### src/rtl/sd_wrrmux.sv
// sd_wrrmux: weighted round-robin mux for srdy/drdy streams with a registered output stage.
// Define SD_WRR_STARVE_EN to add per-input wait counters that cut a quantum short on starvation.
module sd_wrrmux #(
    parameter int width      = 8,
    parameter int inputs     = 4,
    parameter int wt_sz      = 4,
    parameter int starve_lim = 32
) (
    input  logic                    clk,
    input  logic                    reset,
    input  logic [inputs-1:0]       c_srdy,
    output logic [inputs-1:0]       c_drdy,
    input  logic [width*inputs-1:0] c_data,
    input  logic [wt_sz*inputs-1:0] cfg_weight,
    output logic                    p_srdy,
    input  logic                    p_drdy,
    output logic [width-1:0]        p_data,
    output logic [inputs-1:0]       p_grant
);
    localparam int IW = $clog2(inputs);

    if (inputs < 2 || inputs > 16 || starve_lim < 1) begin : g_paramCheck
        $error("sd_wrrmux: unsupported parameter value");
    end

    logic [IW-1:0]     r_cur;
    logic [wt_sz-1:0]  r_cnt;
    logic              r_hold;

    logic [wt_sz-1:0]  w_weight [inputs];
    logic [width-1:0]  w_data   [inputs];
    logic [inputs-1:0] w_eligible;
    logic [IW-1:0]     w_rrNext;
    logic [IW-1:0]     w_sel;
    logic              w_rrFound;
    logic              w_selValid;
    logic              w_newQuantum;
    logic              w_canLoad;
    logic              w_xfer;

    function automatic logic [IW-1:0] wrapAdd(input logic [IW-1:0] base, input int offset);
        int sum;
        sum = int'(base) + offset;
        if (sum >= inputs) sum = sum - inputs;
        return sum[IW-1:0];
    endfunction

    always_comb begin
        for (int i = 0; i < inputs; i++) begin
            w_weight[i]   = cfg_weight[wt_sz*i +: wt_sz];
            w_data[i]     = c_data[width*i +: width];
            w_eligible[i] = c_srdy[i] && (cfg_weight[wt_sz*i +: wt_sz] != '0);
        end
    end

    // Round-robin search starts just past the current owner, so cur=inputs-1 makes input 0 win first.
    always_comb begin
        w_rrNext  = r_cur;
        w_rrFound = 1'b0;
        for (int k = 1; k <= inputs; k++) begin
            if (!w_rrFound && w_eligible[wrapAdd(r_cur, k)]) begin
                w_rrNext  = wrapAdd(r_cur, k);
                w_rrFound = 1'b1;
            end
        end
    end

`ifdef SD_WRR_STARVE_EN
    localparam int WW = $clog2(starve_lim + 1);

    logic [WW-1:0]     r_wait [inputs];
    logic [inputs-1:0] w_starved;
    logic              w_starveAny;
    logic [IW-1:0]     w_starveIdx;

    always_comb begin
        w_starveAny = 1'b0;
        w_starveIdx = '0;
        for (int i = 0; i < inputs; i++) begin
            w_starved[i] = w_eligible[i] && (r_wait[i] == WW'(starve_lim));
        end
        for (int i = inputs - 1; i >= 0; i--) begin
            if (w_starved[i]) begin
                w_starveAny = 1'b1;
                w_starveIdx = IW'(i);
            end
        end
    end

    always_ff @(posedge clk or negedge reset) begin
        if (!reset) begin
            for (int i = 0; i < inputs; i++) r_wait[i] <= '0;
        end else begin
            for (int i = 0; i < inputs; i++) begin
                if (!w_eligible[i] || c_drdy[i]) begin
                    r_wait[i] <= '0;
                end else if (r_wait[i] != WW'(starve_lim)) begin
                    r_wait[i] <= r_wait[i] + WW'(1);
                end
            end
        end
    end
`endif

    // A held owner keeps the channel even if its weight was zeroed; a starved input overrides both.
    always_comb begin
        if (r_hold && c_srdy[r_cur]) begin
            w_sel        = r_cur;
            w_newQuantum = 1'b0;
            w_selValid   = 1'b1;
        end else begin
            w_sel        = w_rrNext;
            w_newQuantum = 1'b1;
            w_selValid   = w_rrFound;
        end
`ifdef SD_WRR_STARVE_EN
        if (w_starveAny) begin
            w_sel        = w_starveIdx;
            w_newQuantum = 1'b1;
            w_selValid   = 1'b1;
        end
`endif
    end

    assign w_canLoad = !p_srdy || p_drdy;
    assign w_xfer    = w_selValid && w_canLoad && reset;

    always_comb begin
        c_drdy = '0;
        if (w_xfer) c_drdy[w_sel] = 1'b1;
    end

    always_ff @(posedge clk or negedge reset) begin
        if (!reset) begin
            p_srdy  <= 1'b0;
            p_data  <= '0;
            p_grant <= '0;
            r_cur   <= IW'(inputs - 1);
            r_cnt   <= '0;
            r_hold  <= 1'b0;
        end else if (w_xfer) begin
            p_srdy  <= 1'b1;
            p_data  <= w_data[w_sel];
            p_grant <= c_drdy;
            if (w_newQuantum) begin
                r_cur  <= w_sel;
                r_cnt  <= w_weight[w_sel] - wt_sz'(1);
                r_hold <= (w_weight[w_sel] > wt_sz'(1));
            end else begin
                r_cnt  <= r_cnt - wt_sz'(1);
                r_hold <= (r_cnt > wt_sz'(1));
            end
        end else begin
            if (p_drdy) p_srdy <= 1'b0;
            // An owner that went idle forfeits the rest of its quantum; a stalled output freezes it.
            if (w_canLoad && r_hold && !c_srdy[r_cur]) r_hold <= 1'b0;
        end
    end
endmodule
### config.mk
export PLATFORM = sky130hd
export DESIGN_NAME = sd_wrrmux
export DESIGN_NICKNAME = d
export VERILOG_FILES = /design/src/rtl/sd_wrrmux.sv
export SDC_FILE = /design/constraint.sdc
export NUM_CORES = 1
export LEC_CHECK = 0
export CAP_MARGIN = 20
export CORE_ASPECT_RATIO = 1.1
export CORE_MARGIN = 5
export CORE_UTILIZATION = 43
export CTS_CLUSTER_SIZE = 14
export DETAILED_ROUTE_END_ITERATION = 7
export GPL_TIMING_DRIVEN = 0
export PLACE_DENSITY = 0.8
export SLEW_MARGIN = 5
export SYNTH_ARGS = -nofsm -noshare
export SYNTH_HDL_FRONTEND = slang
export SYNTH_SLANG_ARGS = --single-unit
### constraint.sdc
create_clock -name clk -period 3.28 [get_ports clk]
set_input_delay 0.656 -clock clk [delete_from_list [all_inputs] [get_ports clk]]
set_output_delay 0.656 -clock clk [all_outputs]
set_load 0.01 [all_outputs]
### Word level (Yosys, flattened, before mapping)

Index checks and enable logic that the tools add are counted.
W data, S select, Z words.

* register bits after elaboration: 20
* input port bits: 55
* output and inout bits: 17
* word-level logic and storage cells: 97

* $add $sub $neg: 10
* magnitude comparators: 14
* muxes and demuxes: 39
* bitwise logic cells: 2
* reductions and logical operators: 26

Operators with widths (number)
* $lt A2 B3 Y1 const B: 6
* $mux W2: 9
* $bmux W8 S2: 1
* $mux W1: 16
* $mux W4: 4
* $mux W8: 2
* $reduce_bool A4 Y1: 4
* $logic_and A1 B1 Y1: 13
* $ge A3 B3 Y1 const B: 4
* $bmux W1 S2: 5
* $bmux W4 S2: 1
* $gt A4 B1 Y1 const B: 2
* $sub A2 B1 Y2 const B: 4
* $sub A4 B1 Y4 const B: 2
* $add A2 B2 Y3 const B: 2
* $logic_not A1 Y1: 5
* $add A2 B3 Y4 const B: 1
* $ge A4 B3 Y1 const B: 1
* $reduce_bool A2 Y1: 2
* $add A2 B1 Y3 const B: 1
* $not A2 Y3: 1
* $demux W1 S2: 1
* $ge A2 B1 Y1 const B: 1
* $reduce_and A2 Y1: 1
* 2 further kinds: 2

### Longest topological paths before layout

Gate-level depths: netlist of the first run.

* depth in word-level cells: 23
* depth in mapped cells: 14

### Worst setup path after synthesis of the first run

OpenSTA, ideal clock, no wires.

* kind: input to register
* from: in cfg_weight[7]
* to: reg r_hold
* library setup time: 130 ps
* arrival time: 2943 ps
* required time: 3150 ps
* slack: 206 ps
* stages: 11
* path through: o41a_1 -> a32o_1 -> a21oi_1 -> o22a_1 -> buf_4 -> buf_2 -> mux4_2 -> inv_1 -> ha_1 -> o2111a_1 -> o22ai_1

* word-level cells in the longest chain between the ends: 22
* elaborated cells on any way between the ends: 36
* classes of those cells: order compare: 1; mux: 23; bitwise: 1; reduce/logical: 11

RTL lines
* start: declaration: RTL line 14 `input logic [wt_sz*inputs-1:0] cfg_weight,`
* $reduce_bool A4 Y1: RTL line 52 `w_eligible[i] = c_srdy[i] && (cfg_weight[wt_sz*i +: wt_sz] != '0);`
* $logic_and A1 B1 Y1: RTL line 52
* $bmux W1 S2: RTL line 61 `if (!w_rrFound && w_eligible[wrapAdd(r_cur, k)]) begin`
* $mux W1 (implied by the code): RTL line 61
* $mux W1: RTL line 61
* $logic_not A1 Y1: RTL line 61
* $logic_and A1 B1 Y1: RTL line 61
* $mux W1: RTL line 61
* [5 not listed]
* $mux W2: RTL line 61
* $mux W2: RTL line 107 `if (r_hold && c_srdy[r_cur]) begin`
* $not A2 Y3 (implied by the code): RTL line 148 `r_hold <= (w_weight[w_sel] > wt_sz'(1));`
* $bmux W4 S2: RTL line 148
* $mux W4 (implied by the code) (2 in series): RTL line 148
* $gt A4 B1 Y1: RTL line 148
* $mux W1: RTL line 145 `if (w_newQuantum) begin`
* $mux W1: RTL line 141 `end else if (w_xfer) begin`
* end signal: assignment: RTL line 148
* end signal: assignment: RTL line 151 `r_hold <= (r_cnt > wt_sz'(1));`
* end: declaration: RTL line 28 `logic r_hold;`

Parallel ways exist; a longest one is shown, timed or not. The select of a mux whose other input is x is not followed.
A chain may end at the register's enable or synchronous reset.

### Final worst setup path of the first run

* from: in c_srdy[2]
* to: out c_drdy[0]

* word-level cells in the longest chain between the ends: 19
* elaborated cells on any way between the ends: 36
* classes of those cells: order compare: 2; mux: 23; reduce/logical: 11

RTL lines
* start: declaration: RTL line 11 `input logic [inputs-1:0] c_srdy,`
* $logic_and A1 B1 Y1: RTL line 52
* $bmux W1 S2: RTL line 61
* $mux W1 (implied by the code): RTL line 61
* $mux W1: RTL line 61
* $logic_not A1 Y1: RTL line 61
* $logic_and A1 B1 Y1: RTL line 61
* $mux W1: RTL line 61
* $logic_not A1 Y1: RTL line 61
* [3 not listed]
* $logic_and A1 B1 Y1: RTL line 61
* $mux W2: RTL line 61
* $mux W2: RTL line 107
* $lt A2 B3 Y1 (implied by the code) / $ge A2 B1 Y1 (equally long branches): RTL line 130 `if (w_xfer) c_drdy[w_sel] = 1'b1;`
* $logic_and A1 B1 Y1 (implied by the code): RTL line 130
* $mux W1 (implied by the code): RTL line 130
* $demux W1 S2: RTL line 130
* $mux W4 (*): RTL line 130
* end: declaration: RTL line 12 `output logic [inputs-1:0] c_drdy,`

Every way passes the cells marked *; elsewhere a longest branch is shown, timed or not. The select of a mux whose other input is x is not followed.

==> metrics.md, run 1 <==
| Metric | Value |
|---|---|
| Insertion delay of the later-clocked pin in the worst-skew pair | `0.26 ns` |
| Number of violations of the max-capacitance limit | `0` |
| Delay of the slowest cell on the worst path | `0.52 ns` |
| Failing checks | `setup timing` |
| Sinks on the clock net | `20` |
| Gate count after technology mapping | `166` |
| Combined area of the multi-input logic cells | `about 1300 sq um` |
| Synthesis Warnings | `0` |
| Outcome | `finished with violations` |
| Power density normalized to cell area | `about 820 nW/um^2` |
| Final Hold Viols | `0` |
| Share of the clock period used by the worst path after layout | `103%` |
| Crit path max-delay cell type | `sky130_fd_sc_hd__mux4_2` |
| Final core occ | `between 70 and 80%` |
| Flip-flop and latch count after synthesis | `20` |
| Buffers plus inverters on the worst setup path | `3` |
| Setup TNS Final | `-0.271 ns` |
| TritonCTS clock tree | `done` |
| Synth cell types | `about 50` |
| Worst supply voltage drop on vdd | `342 uV` |
| Antenna Violating Nets Remaining | `0` |
| Power consumption | `2.36 mW` |
| Leak pwr | `between 1 and 1.5 nW` |
| Placed cell count | `just under 300` |
| Number of top-level pins | `about 70` |
| Overflow after GRT | `0` |
| Crit-path most repeated cell | `sky130_fd_sc_hd__buf_6` |
| Delay-heaviest family, CP | `multiplexers` |
| Transition time at the pin with the least slew margin | `0.546 ns` |
| Height of the chip | `between 70 and 80 microns` |
| Final setup skew | `between 0.006 and 0.007 ns` |
| Relative slew slack | `between 60% and 70%` |
| Net count of the finished layout | `approximately 320` |
| FP Rows | `24` |
| Pin count of the biggest net entering global routing | `23` |
| # setup viols final | `5` |
| Startpoint type of the worst setup path | `input port` |
| Post-detailed-routing wire length | `approximately 6.6 mm` |
| Number of antenna cells inserted | `0` |
| Data required, critical path | `about 2.6 ns` |
| Number of remaining DRC errors | `0` |
| Proportion of layout cells with a drive suffix above 1 | `around two fifths` |
| Number of levels the H-tree was split into | `1` |
| Overall routing resource usage | `a little under a quarter` |
| Final critical path time including I/O delays and setup | `approximately 3.4 ns` |
| Post-route setup slack | `-0.0875 ns` |
| P&R area growth vs syn | `65.4%` |
| Post-Layout Cell Count | `316` |
| Pre-Repair DR Iteration Count | `4` |
| Clock Path Buffers | `2` |
| Setup repair after global routing missed its margin | `true` |
| Cell Chain, Critical Path | `clkdlybuf4s15_2 -> mux4_2 -> and2_4 -> o32ai_4 -> mux2i_2 -> buf_6 -> and3_4 -> buf_6` |
| Antenna violations before repair | `0` |
| Fin Hold WS | `~0.46 ns` |
| Area of the core | `3930 sq um` |
| Die Span X | `roughly 70 microns` |
| Post-Syn Nets | `225` |
| Die area | `around 5400 sq um` |
| Clock-pin slew on the worst setup and hold paths | `about 0.080 ns` |
| Category of the worst setup path capture point | `output pin` |
| Buffer cell driving the clock tree root | `sky130_fd_sc_hd__clkbuf_8` |
| Fillcell total | `roughly 280` |
| First-pass GRT wire length | `roughly 10 mm` |
| Commonest non-fill, non-tap cells in the layout | `sky130_fd_sc_hd__clkdlybuf4s50_1 (46), sky130_fd_sc_hd__buf_4 (25), sky130_fd_sc_hd__dfrtp_1 (18), sky130_fd_sc_hd__buf_2 (14), sky130_fd_sc_hd__nand2_1 (12)` |
| Hold Buf Count CTS | `0` |
| Minimum setup slack among reg-to-reg paths | `-0.01 ns` |
| Largest driver fanout on the critical path | `5` |
| Iter 0 DRT Violations | `119` |
| Detailed-route via count | `1,948` |
| Portion of the post-synthesis area used by sequential elements | `approximately 29%` |
| Most common cell after layout, fill and taps aside | `sky130_fd_sc_hd__clkdlybuf4s50_1` |
| Routed via count divided by cell count | `about 6.2` |
| Register Area | `between 500 and 600 sq um` |
| Total CTS buffers | `3` |
| Total of buffers placed on input and output ports | `between 70 and 80` |
| Mean instance size in the synthesized netlist | `around 10 sq um` |
| Via count of the first global-routing pass | `about 2k` |
| Wire length per cell after detailed routing | `21.0 microns` |
| Post-DP HPWL | `roughly 4.5 mm` |
| Initial Utilization | `about 44%` |
| Type of the most critical hold path | `in2async` |
| Worst EP arrival | `about 2.7 ns` |
| Achievable clock frequency | `approximately 300 MHz` |
| Number of max-slew violations in the final report | `0` |
| Combined area of all synthesized cells | `about 1700 sq um` |
| Critical Setup Path Class | `in2out` |
| GPL Wtd Cong | `roughly 0.9` |
cell families after synthesis:
family / count (synthesis) / share of synthesized area, %
and+or+nand+nor: 48 / 13.0
xor gates and xnor gates: 1 / 0.507
DFF: 20 / 29.1
muxes: 29 / 25.5
AOI/OAI and AO/OA: 48 / 24.3
adders and majority gates: 4 / 2.89
buffers and inverters: 16 / 4.70
synth_stat cells (all sizes together):
cell type | instances | area share (%)
nand3 | 4 | 1.2
o221ai | 1 | 0.51
xnor2 | 1 | 0.51
a2111o | 1 | 0.65
o41a | 3 | 2.0
nor4 | 1 | 0.36
o22a | 2 | 1.0
and2 | 2 | 0.87
o22ai | 2 | 0.72
a211o | 1 | 0.51
o211ai | 1 | 0.43
o31ai | 1 | 0.43
a21bo | 1 | 0.58
o41ai | 5 | 5.1
clkbuf | 2 | 0.43
a32o | 2 | 1.2
nand2 | 17 | 3.8
or4 | 1 | 0.43
a21oi | 4 | 1.2
ha | 4 | 2.9
a211oi | 2 | 0.87
nor3 | 6 | 1.7
dfstp | 2 | 3.0
nand4 | 1 | 0.36
o2111a | 1 | 0.65
and3 | 2 | 0.72
mux4 | 11 | 14
nor2 | 11 | 2.4
a21o | 5 | 2.2
o32ai | 3 | 2.0
buf | 8 | 3.0
inv | 6 | 1.3
o311ai | 1 | 0.51
dfrtp | 18 | 26
nand2b | 1 | 0.36
o21ai | 8 | 2.3
or3 | 2 | 0.72
mux2i | 7 | 4.1
a21boi | 2 | 0.87
a31oi | 2 | 0.72
mux2 | 11 | 7.2
metrics by stage:
step | worst slack [ns] | cell area (sq um)
floorplan | 0.206 | 1730
global route | -0.170 | 2860
detailed placement | -1.18 | 2500
CTS | -0.0823 | 2740
global placement | -1.09 | 2500
finish | -0.0875 | 2860
where the power goes:
part           switching, mW  total, mW  internal, mW
Clock                 0.0834      0.170        0.0866
Combinational          0.822       1.73         0.908
Sequential            0.0830      0.459         0.376
path summary, 6_finish.rpt:
path	start	end	cells after the start
max	c_srdy[2]	c_drdy[0]	8
min	reset	p_grant[0]	1
max reg2reg	r_cur[1]	r_hold	11
min reg2reg	p_grant[3]	p_grant[3]	1
max in group asynchronous	reset	r_cur[1]	1
min in group clk	p_grant[3]	p_grant[3]	1
layer usage:
layer,track usage (%),up-vias,routed length (microns)
li1,-,854,-
met1,29.8,965,2550
met2,40.1,119,3420
met3,4.88,10,589
met4,7.66,0,85
met5,0,-,0
registers in the layout, indices dropped and copies added (netlist names):
register  count
r_cur         2
r_cnt         4
r_hold        1
p_srdy        1
p_data        8
p_grant       4
area by class of cell:
type / count / share of cell area, %
Sequential cell: 20 / 17.6
Tap cell: 52 / 2.27
Inverter: 6 / 0.787
Clock buffer: 4 / 1.57
Timing Repair Buffer: 96 / 29.2
Multi-Input combinational cell: 130 / 46.2
Buffer: 8 / 2.41
timing repair:
item	CTS	global route
pin swaps	15	15
buffers inserted	15	10
gates resized for setup	100	31
cloned	0	0
endpoints found under the setup margin	18	7
No activity file was read; power rests on OpenSTA's default activity.
==> run 2, diff against run 1 <==
--- a/config.mk
+++ b/config.mk
@@ -5,14 +5,15 @@
 export SDC_FILE = /design/constraint.sdc
 export NUM_CORES = 1
 export LEC_CHECK = 0
+export ABC_AREA = 1
 export CAP_MARGIN = 20
 export CORE_ASPECT_RATIO = 1.1
 export CORE_MARGIN = 5
-export CORE_UTILIZATION = 43
+export CORE_UTILIZATION = 44
 export CTS_CLUSTER_SIZE = 14
 export DETAILED_ROUTE_END_ITERATION = 7
 export GPL_TIMING_DRIVEN = 0
-export PLACE_DENSITY = 0.8
+export PLACE_DENSITY = 0.81
 export SLEW_MARGIN = 5
 export SYNTH_ARGS = -nofsm -noshare
 export SYNTH_HDL_FRONTEND = slang
==> metrics.md, run 2 <==
| Metric | Value |
|---|---|
| Outcome | `finished clean` |
| Portion of the post-synthesis area used by sequential elements | `28.3% (-0.80 points)` |
| Most used standard cell by instance count after synthesis | `sky130_fd_sc_hd__nand2_1` |
| Number of max-slew violations in the final report | `0 (unchanged)` |
| Cell accounting for the most synthesized area | `sky130_fd_sc_hd__nand2_1` |
| Number of remaining DRC errors | `0 (unchanged)` |
| Area of the core | `3930 sq um (unchanged)` |
| Post-synth ARST share | `100% (unchanged)` |
| Antenna Violating Nets Remaining | `0 (unchanged)` |
| Pre-Repair DR Iteration Count | `6 (+2)` |
| Largest cells by area after synthesis | `sky130_fd_sc_hd__nand2_1 (26%), sky130_fd_sc_hd__dfrtp_1 (25%), sky130_fd_sc_hd__nand3_1 (7.3%), sky130_fd_sc_hd__nand2_2 (4.2%), sky130_fd_sc_hd__inv_1 (3.4%)` |
| TritonCTS clock tree | `done` |
| Final critical path time including I/O delays and setup | `3.28 ns (-0.0919 ns)` |
| Largest driver fanout on the critical path | `4 (-1)` |
| Synthesis Warnings | `0 (unchanged)` |
| Post-detailed-routing wire length | `6.46 mm (-2.7%)` |
| Hold Buf Count CTS | `0 (unchanged)` |
| Number of levels the H-tree was split into | `1 (unchanged)` |
| Via count of the first global-routing pass | `2,093 (+4.7%)` |
| Iter 0 DRT Violations | `145 (+22%)` |
| Cell Chain, Critical Path | `clkdlybuf4s50_1 -> nand3_2 -> nand2_2 -> nand2_1 -> nand2_4 -> nor2_2 -> o211ai_1 -> nand2_4 -> buf_6 -> nor2_4 -> nand2_2 -> inv_2 -> buf_6` |
| Startpoint type of the worst setup path | `input port` |
| Final Hold Viols | `0 (unchanged)` |
| Height of the chip | `76.7 microns (+0.21%)` |
| Synth cell types | `32 (-35%)` |
| Share of the clock period used by the worst path after layout | `99.9% (-2.8 points)` |
| Type of the most critical hold path | `reg2reg` |
| Post-DP HPWL | `4.04 mm (-9.7%)` |
| Combined area of all synthesized cells | `1780 sq um (+2.8%)` |
| Most common cell after layout, fill and taps aside | `sky130_fd_sc_hd__nand2_1` |
| Delay of the slowest cell on the worst path | `0.55 ns (+0.03 ns)` |
| Achievable clock frequency | `305 MHz (+2.8%)` |
| Pin count of the biggest net entering global routing | `22 (-4.3%)` |
| Category of the worst setup path capture point | `output pin` |
| Net count of the finished layout | `438 (+35%)` |
| # setup viols final | `0 (-5)` |
| Relative slew slack | `34.3% (-29 points)` |
| Flip-flop and latch count after synthesis | `20 (unchanged)` |
| Most numerous cell types in the synthesized netlist | `sky130_fd_sc_hd__nand2_1 (121), sky130_fd_sc_hd__nand3_1 (26), sky130_fd_sc_hd__dfrtp_1 (18), sky130_fd_sc_hd__inv_1 (16), sky130_fd_sc_hd__nor2_1 (16)` |
| Sinks on the clock net | `20 (unchanged)` |
| Routed via count divided by cell count | `5.12 (-17%)` |
| Mean instance size in the synthesized netlist | `6.47 sq um (-38%)` |
| Number of antenna cells inserted | `0 (unchanged)` |
| Setup WS pre-CTS | `-0.871 ns (+0.313 ns)` |
| Buffer cell driving the clock tree root | `sky130_fd_sc_hd__clkbuf_8` |
| Post-Syn Nets | `334 (+48%)` |
| Critical Setup Path Class | `in2out` |
| Gate count after technology mapping | `275 (+66%)` |
| Transition time at the pin with the least slew margin | `0.986 ns (+0.439 ns)` |
| Buffers plus inverters on the worst setup path | `4 (+1)` |
| Post-route setup slack | `0.00444 ns (+0.0919 ns)` |
| Delay-heaviest family, CP | `simple AND/OR/NAND/NOR gates` |
| Count of flip-flops with a built-in enable after synthesis | `0 (unchanged)` |
| Final setup skew | `0.00297 ns (-0.00337 ns)` |
| Initial Utilization | `45.2% (+1.2 points)` |
| Top flip-flop cell by instance count after synthesis | `sky130_fd_sc_hd__dfrtp_1` |
| Clock Path Buffers | `2 (unchanged)` |
| Wire length per cell after detailed routing | `15.0 microns (-29%)` |
| P&R area growth vs syn | `74.7%` |
| Insertion delay of the later-clocked pin in the worst-skew pair | `0.26 ns (about the same)` |
| Die Span X | `70.6 microns (+0.21%)` |
| Commonest non-fill, non-tap cells in the layout | `sky130_fd_sc_hd__nand2_1 (107), sky130_fd_sc_hd__clkdlybuf4s50_1 (47), sky130_fd_sc_hd__buf_4 (28)` |
| Worst EP arrival | `2.62 ns (-0.09 ns)` |
| GPL Wtd Cong | `0.870 (-2.1%)` |
| Flip-flop count of the largest register, all copies and words added | `8 (unchanged)` |
| Share of the synthesized area in the top cell type | `25.5% (-0.50 points)` |
| Proportion of layout cells with a drive suffix above 1 | `29.4% (-12 points)` |
| Number of top-level pins | `72 (unchanged)` |
| Fillcell total | `260 (-5.8%)` |
| Number of violations of the max-capacitance limit | `0 (unchanged)` |
| Die area | `5410 sq um (+0.42%)` |
| Register with the most flip-flops | `p_data` |
| Antenna violations before repair | `0 (unchanged)` |
| Detailed-route via count | `2,200 (+13%)` |
| Data required, critical path | `2.62 ns (about the same)` |
| Overflow after GRT | `0 (unchanged)` |
| Clock-pin slew on the worst setup and hold paths | `0.07 ns (about the same)` |
| Regs by FF count | `p_data (8), p_grant (4), r_cnt (4)` |
| Crit path max-delay cell type | `sky130_fd_sc_hd__clkdlybuf4s50_1` |
| Total of buffers placed on input and output ports | `71 (unchanged)` |
| First-pass GRT wire length | `9.40 mm (-7.4%)` |
| Total CTS buffers | `3 (unchanged)` |
| FP Rows | `24 (unchanged)` |
| Overall routing resource usage | `21.0% (-2.6 points)` |
run 2: cell types whose count changed after synthesis, moves of 7 or more:
| cell | change |
|---|---|
| sky130_fd_sc_hd__nand3_1 | +22 |
| sky130_fd_sc_hd__inv_1 | +10 |
| sky130_fd_sc_hd__mux2_2 | -11 |
| sky130_fd_sc_hd__nand2_1 | +105 |
| sky130_fd_sc_hd__mux4_2 | -11 |
| sky130_fd_sc_hd__nand2_2 | +11 |
| sky130_fd_sc_hd__mux2i_1 | -7 |
run 2: area by class of cell:
class,instances,area [sq um],share of cell area (%)
Inverter,20,83.8,2.70
Clock buffer,4,55.1,1.77
Tap cell,52,65.1,2.09
Sequential cell,20,503,16.2
Timing Repair Buffer,99,968,31.2
Buffer,6,60.1,1.93
Multi-Input combinational cell,229,1370,44.1
run 2: cell families after synthesis:
| group | count (synthesis) | share of synthesized area, % |
|---|---|---|
| adder cells (fa/ha/maj) | 4 | 2.82 |
| AO/OA/AOI/OAI | 24 | 9.15 |
| AND/OR/NAND/NOR | 198 | 50.7 |
| flip-flops | 20 | 28.3 |
| buffers and inverters | 26 | 7.11 |
| XOR/XNOR | 3 | 1.90 |
run 2: routing by layer:
metal  GRT usage, %  share of wire (%)
met5              0                  0
met4           7.71                3.4
met3           6.01                6.7
met2           37.4                 52
met1           23.6                 37
run 2: per-stage QoR:
stage	util [%]	std cells	hold slack, ns	setup TNS (ns)	cell area, sq um
floorplan	-	275	0.360	0	1780
global placement	64.9	398	0.463	-3.17	2550
detailed placement	64.9	398	0.466	-3.20	2550
CTS	71.0	417	0.486	-0.0823	2790
global route	79.0	430	0.518	-0.296	3110
finish	79.0	430	0.489	0	3110
run 2: worst paths after layout:
kind	slack, ns	from	cells past startpoint	endpoint
max in group asynchronous	2.04	reset	1	p_data[3]
worst min register to register	0.49	p_grant[1]	2	p_grant[1]
min in group asynchronous	0.64	reset	1	p_data[5]
worst min-delay path	0.49	p_grant[1]	2	p_grant[1]
worst max register to register	0.26	r_cur[1]	18	r_hold
worst max-delay path	0.004	c_srdy[1]	13	c_drdy[1]
run 2: what timing repair did:
action                                  4_1_cts  5_1_grt
resized for setup                            34       64
buffers inserted                             15       13
pin swaps                                    24       37
endpoints found under the setup margin        4        6
run 2: tightest hold or removal path: cells and delay by family (launching register included):
kind	cells	cell delay, ns
flops	1	0.35
simple gates	2	0.11
Power of run 2 is left out: the tool's default activity adds up to more than one toggle a clock period on the data nets, which glitch-free logic cannot reach.
